===== src/rtl/pipeline_hazard_ctrl.sv =====
// Pipeline hazard controller for the 5-stage 16-bit CPU.
// Generates per-cycle stage enables, flushes and bubbles for load-use
// hazards, taken branches resolved in EX and multi-cycle multiplies held
// in EX. Also runs the halt/drain handshake used by the UART debug front-end.
module pipeline_hazard_ctrl #(
  parameter int unsigned MUL_LAT   = 3,  // cycles a multiply occupies EX (1..15)
  parameter int unsigned REG_AW    = 3,  // register address width
  parameter int unsigned DRAIN_CYC = 3   // bubble cycles to retire EX/MEM/WB
) (
  input  logic              clk,
  input  logic              rst_n,
  input  logic [3:0]        i_id_opcode,
  input  logic [REG_AW-1:0] i_id_rs1,
  input  logic [REG_AW-1:0] i_id_rs2,
  input  logic              i_ex_valid,
  input  logic [3:0]        i_ex_opcode,
  input  logic [REG_AW-1:0] i_ex_rd,
  input  logic              i_ex_taken,
  input  logic              i_halt_req,
  output logic              o_pc_en,
  output logic              o_pc_sel,
  output logic              o_ifid_en,
  output logic              o_ifid_flush,
  output logic              o_idex_en,
  output logic              o_idex_bubble,
  output logic              o_exmem_bubble,
  output logic              o_halt_ack,
  output logic [1:0]        o_state,
  output logic [15:0]       o_stall_cnt
);

  typedef enum logic [1:0] {
    ST_RUN      = 2'd0,
    ST_MUL_WAIT = 2'd1,
    ST_DRAIN    = 2'd2,
    ST_HALTED   = 2'd3
  } state_e;

  // One shared down-counter serves both the multiply wait and the drain.
  localparam int unsigned CNT_W = 8;
  localparam bit             MUL_STALLS = (MUL_LAT > 1);
  localparam logic [CNT_W-1:0] MUL_LOAD   = MUL_STALLS ? CNT_W'(MUL_LAT - 2) : '0;
  localparam logic [CNT_W-1:0] DRAIN_LOAD = CNT_W'(DRAIN_CYC - 1);

  state_e           state_q, state_d;
  logic [CNT_W-1:0] cnt_q, cnt_d;
  logic [15:0]      stall_cnt_q, stall_cnt_d;
  logic             halt_ack_q, halt_ack_d;

  logic id_use_rs1, id_use_rs2, id_long_op;
  logic ex_load, ex_mul, ex_br, load_use;

  // Opcode decodes shared with the instruction decoder's encoding.
  always_comb begin
    id_use_rs1 = (i_id_opcode >= 4'd1) && (i_id_opcode <= 4'd10);
    id_use_rs2 = ((i_id_opcode >= 4'd2) && (i_id_opcode <= 4'd5)) || (i_id_opcode == 4'd10);
    // Multiplies and branches in ID must not be split from their EX follow-up by a halt.
    id_long_op = (i_id_opcode == 4'b0100) || (i_id_opcode == 4'b1000) ||
                 (i_id_opcode == 4'b1001) || (i_id_opcode == 4'b1010);
    ex_load    = i_ex_valid && (i_ex_opcode == 4'b0000);
    ex_mul     = i_ex_valid && ((i_ex_opcode == 4'b0100) || (i_ex_opcode == 4'b1000));
    ex_br      = i_ex_valid && ((i_ex_opcode == 4'b1001) || (i_ex_opcode == 4'b1010)) && i_ex_taken;
    load_use   = ex_load && ((id_use_rs1 && (i_id_rs1 == i_ex_rd)) ||
                             (id_use_rs2 && (i_id_rs2 == i_ex_rd)));
  end

  // Next-state and per-cycle pipeline control outputs.
  always_comb begin
    // NOTE: every output gets a default before the case so no path leaves
    // a signal unassigned, which would otherwise infer a latch.
    state_d        = state_q;
    cnt_d          = cnt_q;
    o_pc_en        = 1'b1;
    o_pc_sel       = 1'b0;
    o_ifid_en      = 1'b1;
    o_ifid_flush   = 1'b0;
    o_idex_en      = 1'b1;
    o_idex_bubble  = 1'b0;
    o_exmem_bubble = 1'b0;

    unique case (state_q)
      ST_RUN: begin
        if (ex_br) begin
          o_pc_sel      = 1'b1;
          o_ifid_flush  = 1'b1;
          o_idex_bubble = 1'b1;
        end else if (MUL_STALLS && ex_mul) begin
          o_pc_en        = 1'b0;
          o_ifid_en      = 1'b0;
          o_idex_en      = 1'b0;
          o_exmem_bubble = 1'b1;
          cnt_d          = MUL_LOAD;
          state_d        = ST_MUL_WAIT;
        end else if (load_use) begin
          o_pc_en       = 1'b0;
          o_ifid_en     = 1'b0;
          o_idex_bubble = 1'b1;
        end else if (i_halt_req && !id_long_op) begin
          // This cycle still advances; draining starts next cycle.
          cnt_d   = DRAIN_LOAD;
          state_d = ST_DRAIN;
        end
      end
      ST_MUL_WAIT: begin
        if (cnt_q != '0) begin
          o_pc_en        = 1'b0;
          o_ifid_en      = 1'b0;
          o_idex_en      = 1'b0;
          o_exmem_bubble = 1'b1;
          cnt_d          = cnt_q - 1'b1;
        end else begin
          state_d = ST_RUN;
        end
      end
      ST_DRAIN: begin
        o_pc_en       = 1'b0;
        o_ifid_en     = 1'b0;
        o_idex_bubble = 1'b1;
        if (cnt_q == '0) begin
          state_d = ST_HALTED;
        end else begin
          cnt_d = cnt_q - 1'b1;
        end
      end
      ST_HALTED: begin
        o_pc_en       = 1'b0;
        o_ifid_en     = 1'b0;
        o_idex_bubble = 1'b1;
        if (!i_halt_req) begin
          state_d = ST_RUN;
        end
      end
      default: state_d = ST_RUN;
    endcase

    // Reset holds the whole pipeline frozen and filled with NOPs.
    if (!rst_n) begin
      o_pc_en        = 1'b0;
      o_pc_sel       = 1'b0;
      o_ifid_en      = 1'b0;
      o_ifid_flush   = 1'b1;
      o_idex_en      = 1'b0;
      o_idex_bubble  = 1'b1;
      o_exmem_bubble = 1'b1;
    end
  end

  // Stall counter and halt acknowledge next values.
  always_comb begin
    stall_cnt_d = stall_cnt_q;
    if (!o_pc_en && ((state_q == ST_RUN) || (state_q == ST_MUL_WAIT)) &&
        (stall_cnt_q != 16'hFFFF)) begin
      stall_cnt_d = stall_cnt_q + 16'd1;
    end
    halt_ack_d = (state_d == ST_HALTED);
  end

  // State, counters and acknowledge registers with synchronous reset.
  always_ff @(posedge clk) begin
    // NOTE: sequential state uses non-blocking assignments so every register
    // samples pre-edge values regardless of statement order.
    if (!rst_n) begin
      state_q     <= ST_RUN;
      cnt_q       <= '0;
      stall_cnt_q <= '0;
      halt_ack_q  <= 1'b0;
    end else begin
      state_q     <= state_d;
      cnt_q       <= cnt_d;
      stall_cnt_q <= stall_cnt_d;
      halt_ack_q  <= halt_ack_d;
    end
  end

  assign o_halt_ack  = halt_ack_q & rst_n;
  assign o_state     = state_q;
  assign o_stall_cnt = stall_cnt_q;

endmodule


===== config.mk =====
export PLATFORM = sky130hd
export DESIGN_NAME = pipeline_hazard_ctrl
export DESIGN_NICKNAME = d
export VERILOG_FILES = /design/src/rtl/pipeline_hazard_ctrl.sv
export SDC_FILE = /design/constraint.sdc
export NUM_CORES = 1
export LEC_CHECK = 0
export CORE_UTILIZATION = 35
export DETAILED_ROUTE_END_ITERATION = 8
export DONT_BUFFER_PORTS = 1
export GPL_ROUTABILITY_DRIVEN = 0
export GPL_TIMING_DRIVEN = 1
export PLACE_DENSITY_LB_ADDON = 0.08
export SLEW_MARGIN = 5
export SYNTH_ARGS = -nofsm -noshare
export SYNTH_HDL_FRONTEND = slang
export SYNTH_SLANG_ARGS = --single-unit

===== constraint.sdc =====
create_clock -name clk -period 3.6 [get_ports clk]
set_clock_uncertainty 0.1 [all_clocks]
set_input_delay 0.54 -clock clk [delete_from_list [all_inputs] [get_ports clk]]
set_output_delay 0.54 -clock clk [all_outputs]
set_load 0.01 [all_outputs]

* Yosys cells after proc, flatten, opt, wreduce, memory -nomap -nowiden
Index checks and enable logic that the tools add are counted.
** Cells by class
- Add/sub/neg operators :: 2
- $lt $le $gt $ge :: 4
- Equal/unequal tests :: 20
- Multiplexer cells :: 39
- Bitwise logic cells :: 1
- Reduce and logical (&&, ||, !) cells :: 29
** Operator list (count)
- two-way mux 8 bit :: 6
- == test 4 bit, second input constant :: 6
- one-hot mux 8 bit (3 select lines) :: 1
- two-way mux 1 bit :: 20
- adder 16 x 1 -> 16 bit, second input constant :: 1
- inequality test 16 bit, second input constant :: 1
- two-way mux 2 bit :: 7
- logical AND 1 bit :: 12
- == test 4 x 3 -> 1 bit, second input constant :: 2
- zero test 8 bit :: 1
- logical OR 1 bit :: 8
- one-hot mux 2 bit (4 select lines) :: 1
- nonzero test 8 bit :: 1
- subtractor 8 x 1 -> 8 bit, second input constant :: 1
- == test 2 bit, second input constant :: 3
- == test 3 bit :: 2
- inequality test 2 bit, second input constant :: 3
- inequality test 3 bit, second input constant :: 2
- one-hot mux 1 bit (2 select lines) :: 3
- AND reduction 6 bit :: 1
- greater-or-equal comparator 4 x 1 -> 1 bit, second input constant :: 1
- greater-or-equal comparator 4 x 2 -> 1 bit, second input constant :: 1
- <= comparator 4 x 3 -> 1 bit, second input constant :: 1
- <= comparator 4 bit, second input constant :: 1
- 8 further kinds :: 9
** Word-level totals
- Bits in registers :: 27
- Input bits :: 22
- Output and inout bits :: 26
- Logic and storage cells :: 99

* Logic depth before layout (Yosys ltp)
- Depth after elaboration :: 14
- Depth in mapped cells :: 10
- Mapped depth without buffers :: 8

* Worst setup path after synthesis
No wires, ideal clock.
- Path type :: input port to output port
- Start point :: input port i_ex_opcode[1]
- End point :: output port o_idex_bubble
- Arrival :: 1944 ps
- Data required time :: 2960 ps
- Path slack :: 1016 ps
- Stages on the path :: 6
- Buffers on the path :: 0
- Path through :: or3b_4 a2111oi_4 o211a_4 o21a_1 nor3_1 o21ai_0
** On the way
- Longest elaborated chain between the ends :: 8
- Elaborated cells between the ends (all ways) :: 17
- Classes of those cells :: eq/ne: 4; mux: 5; reduce/logical: 8
** RTL lines
- start, declared :: RTL line 16 : input logic [3:0] i_ex_opcode,
- zero test 4 bit :: RTL line 60 : ex_load = i_ex_valid && (i_ex_opcode == 4'b0000);
- logical AND 1 bit :: RTL line 60
- logical AND 1 bit :: RTL line 63 : load_use = ex_load && ((id_use_rs1 && (i_id_rs1 == i_ex_rd)) ||
- two-way mux 1 bit :: RTL line 94 : end else if (load_use) begin
- two-way mux 1 bit :: RTL line 87 : end else if (MUL_STALLS && ex_mul) begin
- two-way mux 1 bit (*) :: RTL line 83 : if (ex_br) begin
- one-hot mux 1 bit (2 select lines) (*) :: RTL line 81 : unique case (state_q)
- two-way mux 1 bit (*) :: RTL line 137 : if (!rst_n) begin
- end, declared :: RTL line 25 : output logic o_idex_bubble,
Every way passes the cells marked *; elsewhere a longest branch is shown, timed or not.

* Final worst setup path
- Start point :: register state_q[0] (netlist: o_state[0])
- End point :: register stall_cnt_q[5] (netlist: o_stall_cnt[5])
** On the way
- Longest elaborated chain between the ends :: 7
- Elaborated cells between the ends (all ways) :: 11
- Classes of those cells :: eq/ne: 3; mux: 2; reduce/logical: 6
** RTL lines
- start, declared :: RTL line 45 : state_e state_q, state_d;
- start signal, assigned :: RTL line 168 : state_q <= state_d;
- == test 2 bit :: RTL line 81
- OR reduction 2 bit (no line)
- one-hot mux 1 bit (3 select lines) :: RTL line 81
- two-way mux 1 bit :: RTL line 137
- zero test 1 bit :: RTL line 151 : if (!o_pc_en && ((state_q == ST_RUN) || (state_q == ST_MUL_WAIT)) &&
- logical AND 1 bit (*) (2 in series) :: RTL line 151
- end signal, assigned :: RTL line 170 : stall_cnt_q <= stall_cnt_d;
- end, declared :: RTL line 47 : logic [15:0] stall_cnt_q, stall_cnt_d;
Marks and branches as above.
A chain may end at the register's enable or synchronous reset.

==> results.md <==
* Nets at between 200 and 300
* Sequential Power Share at about two fifths
* RSZ-0062 raised after global routing: false
* All-Layer GR Usage at 15.6%
* ANT nets after route at 0
* Largest net degree at the start of global routing at 32
* Ratio of cells with drive above 1 in the final layout at 6.64%
* Sw power at around 0.38 mW
* Leakage at around 0.63 nW
* Area Overhead vs Synth at 3.29%
* Post-synthesis register bit count at 27
* CP startpoint kind: flop
* Sw Ratio at 40.3%
* Die Span Y at around 74 µm
* Synth Flop Type: dfxtp_1
* DRT iter0 DRCs at 78
* CP max stage delay at 0.59 ns
* TritonCTS clock tree: done
* Critical Path RT at 3.70 ns
* CP Buf/Inv Count at 2
* Worst skew pair latency at around 0.27 ns
* Worst Tran Pin Value at 0.956 ns
* Critical path, cell by cell: inv_1, ha_1, inv_1, nor4_1, a311oi_1, o311ai_4, or4_1, a21oi_1
* Pins Over Slew Limit at 0
* Port bufs at 0
* Most common cell after layout, fill and taps aside: dfxtp_1
* Max clock buf depth at 2
* Comb pwr share at 41.5%
* Number of flops mapped to enable cells by yosys at 0
* Most common cell on crit path: inv_1
* H-tree depth at 1
* Max stage delay cell, worst path: or4_1
* Pwr per Cell Area at between 400 and 500 mW/mm²
* Post-DP HPWL at 2.98 mm
* Worst setup EP type: flop
* Die W at between 70 and 80 µm
* First drt pass iteration count at 4
* Crit share post-route at 82.9%
* Sequential element share of the synthesized area at between 20% and 30%
* Most frequent cells in the layout: dfxtp_1 (27), nand2_1 (23), a21oi_1 (23)
* Die area at roughly 0.0055 mm²
* Remaining DRCs at 0
* Post-CTS Resized at 0
* Via count at approximately 1600
* Hold_buf cts at 0
* Post-synthesis mux area share at 1.10%
* Clock Power Share at between 15 and 20%
* I/O Pins at 48
* Diode count at 0
* Vias per cell at around 5.5
* Post-Synth Simple-Gate Area at roughly 28%
* Yosys cell types at about 50
* Initial antenna violation count at 0
* CP arrival at ~3.1 ns
* Core ar. at 0.00488 mm²
* Util after Layout at a little under 40%
* Final count of negative-setup-slack endpoints at 0
* Wire length per cell at ~14 µm
* Setup TNS at 0 ns
* Clock Tree Root: clkbuf_8
* Tot Pwr at 0.943 mW
* Synth Area in Compound Gates at between 20% and 30%
* Fin Hold WS at approximately 0.3 ns
* First-pass GRT wire length at just under 7 mm
* Xor and xnor area share after synthesis at 4.31%
* Slew margin rel. at 36.1%
* Worst-path maximum fanout at 31
* Vias in the first global route at between 1000 and 1500
* Clock sink count at 27
* Synth Instances at about 230
* Min-Delay Path Class: in2reg
* Syn. warnings at 0
* Total Routed Length at 4.09 mm
* Hold Fails Final Rpt at 0
* Global route overflow at 0
* Fin cells at about 290
* Clk pin slew, worst setup/hold paths at 0.09 ns
* Post-CTS Setup Bufs at 0
* Peak supply drop at 0.347 mV
* Dpl cells at just under 300
* CP delay by family, top: compound AO/OA/AOI/OAI gates
* Synthesized area at about 0.0018 mm²
* CTS Buf Count at 3
* Max frequency at between 0.3 and 0.4 GHz
* # rows at 25
* Tmin final at 2.98 ns
* Largest family of logic cells by synthesized area: simple AND/OR/NAND/NOR gates
* Post-Synth Adder-Cell Area at about 4.8%
* Outcome: completed
* Post-Syn Area per Cell at roughly 8 µm²
* Crit Path Class: reg2reg
* Ys async rst share at 0%
* Synthesized Nets at 260
* Total of max-cap violations at 0
* Int Pwr at between 0.5 and 0.6 mW
* Initial Util at a little under two fifths
power groups by stage:
stage	Sequential [mW]	Combinational, mW	Clock [mW]
after global routing	0.389	0.444	0.194
after global placement	0.389	0.394	0
after floorplan	0.377	0.351	0
after detailed placement	0.389	0.391	0
final	0.382	0.392	0.170
after CTS	0.382	0.394	0.181
flip-flops by register name, indices dropped and copies added, names as in the netlist:
signal	cells
o_stall_cnt	16
cnt_q	8
halt_ack_q	1
o_state	2
per-layer routing:
| metal | up-vias | wire [µm] | global-route usage (%) |
|---|---|---|---|
| li1 | 839 | - | - |
| met1 | 725 | 2070 | 20.6 |
| met2 | 33 | 1760 | 25.1 |
| met3 | 2 | 245 | 5.01 |
| met4 | 0 | 22 | 3.14 |
| met5 | - | 0 | 0 |
through the flow:
step / area, µm² / worst slack (ns)
after detailed placement: 1840 / 0.616
after floorplan: 1830 / 1.02
after global routing: 1890 / 0.366
after global placement: 1840 / 0.705
final: 1890 / 0.616
after CTS: 1890 / 0.599
layout make-up:
class,instances,area (µm²)
well taps,67,83.8
inverters,13,48.8
multi-input cells,181,1160
repair buffers,1,7.51
clock buffers,4,45.0
fillers,536,2990
flip-flops and latches,27,541
cells by family (layout without fill, tap and decap cells):
kind of cell / count (synthesis) / after routing
buf+inv: 23 / 18
mux: 2 / 2
simple gates: 96 / 96
fa+ha+maj: 7 / 7
xor+xnor: 9 / 9
compound gates: 67 / 67
flops: 27 / 27
worst reg2reg max path, stage by stage (launching register included):
cell	delay, ns
dfxtp_1	0.49
inv_1	0.14
ha_1	0.32
inv_1	0.17
nor4_1	0.13
a311oi_1	0.43
o311ai_4	0.41
or4_1	0.59
a21oi_1	0.15
path summary, 6_finish.rpt:
path                                             from                           end  slack (ns)  cells past startpoint
worst min register to register  cnt_q[7]$_SDFFE_PN0P_         cnt_q[7]$_SDFFE_PN0P_        0.39                      2
worst min-delay path                            rst_n  o_stall_cnt[13]$_SDFFE_PN0P_        0.29                      1
worst max register to register  o_state[0]$_SDFF_PN0_   o_stall_cnt[5]$_SDFFE_PN0P_        0.62                      8
worst max-delay path            o_state[0]$_SDFF_PN0_   o_stall_cnt[5]$_SDFFE_PN0P_        0.62                      8
Yosys cell counts, types with 2 or more instances:
master / n / area [µm²]
or4_1: 3 / 22.5
o21ai_0: 15 / 75.1
o22ai_1: 5 / 31.3
and2_1: 2 / 12.5
xor2_1: 7 / 61.3
inv_1: 13 / 48.8
nand4_1: 4 / 25.0
o211ai_1: 2 / 15.0
nor3_1: 4 / 20.0
nand3_1: 11 / 55.1
nor4_1: 2 / 12.5
buf_2: 2 / 10.0
nor2_1: 15 / 56.3
and3_1: 3 / 18.8
dfxtp_1: 27 / 541
xnor2_1: 2 / 17.5
ha_1: 7 / 87.6
o21a_1: 5 / 37.5
a21boi_0: 2 / 15.0
nand2_1: 23 / 86.3
buf_6: 3 / 33.8
clkbuf_1: 3 / 11.3
a21oi_1: 23 / 115
or3_1: 21 / 131
mux2i_1: 2 / 20.0
o31ai_1: 2 / 15.0
No activity file was read; power rests on OpenSTA's default activity.
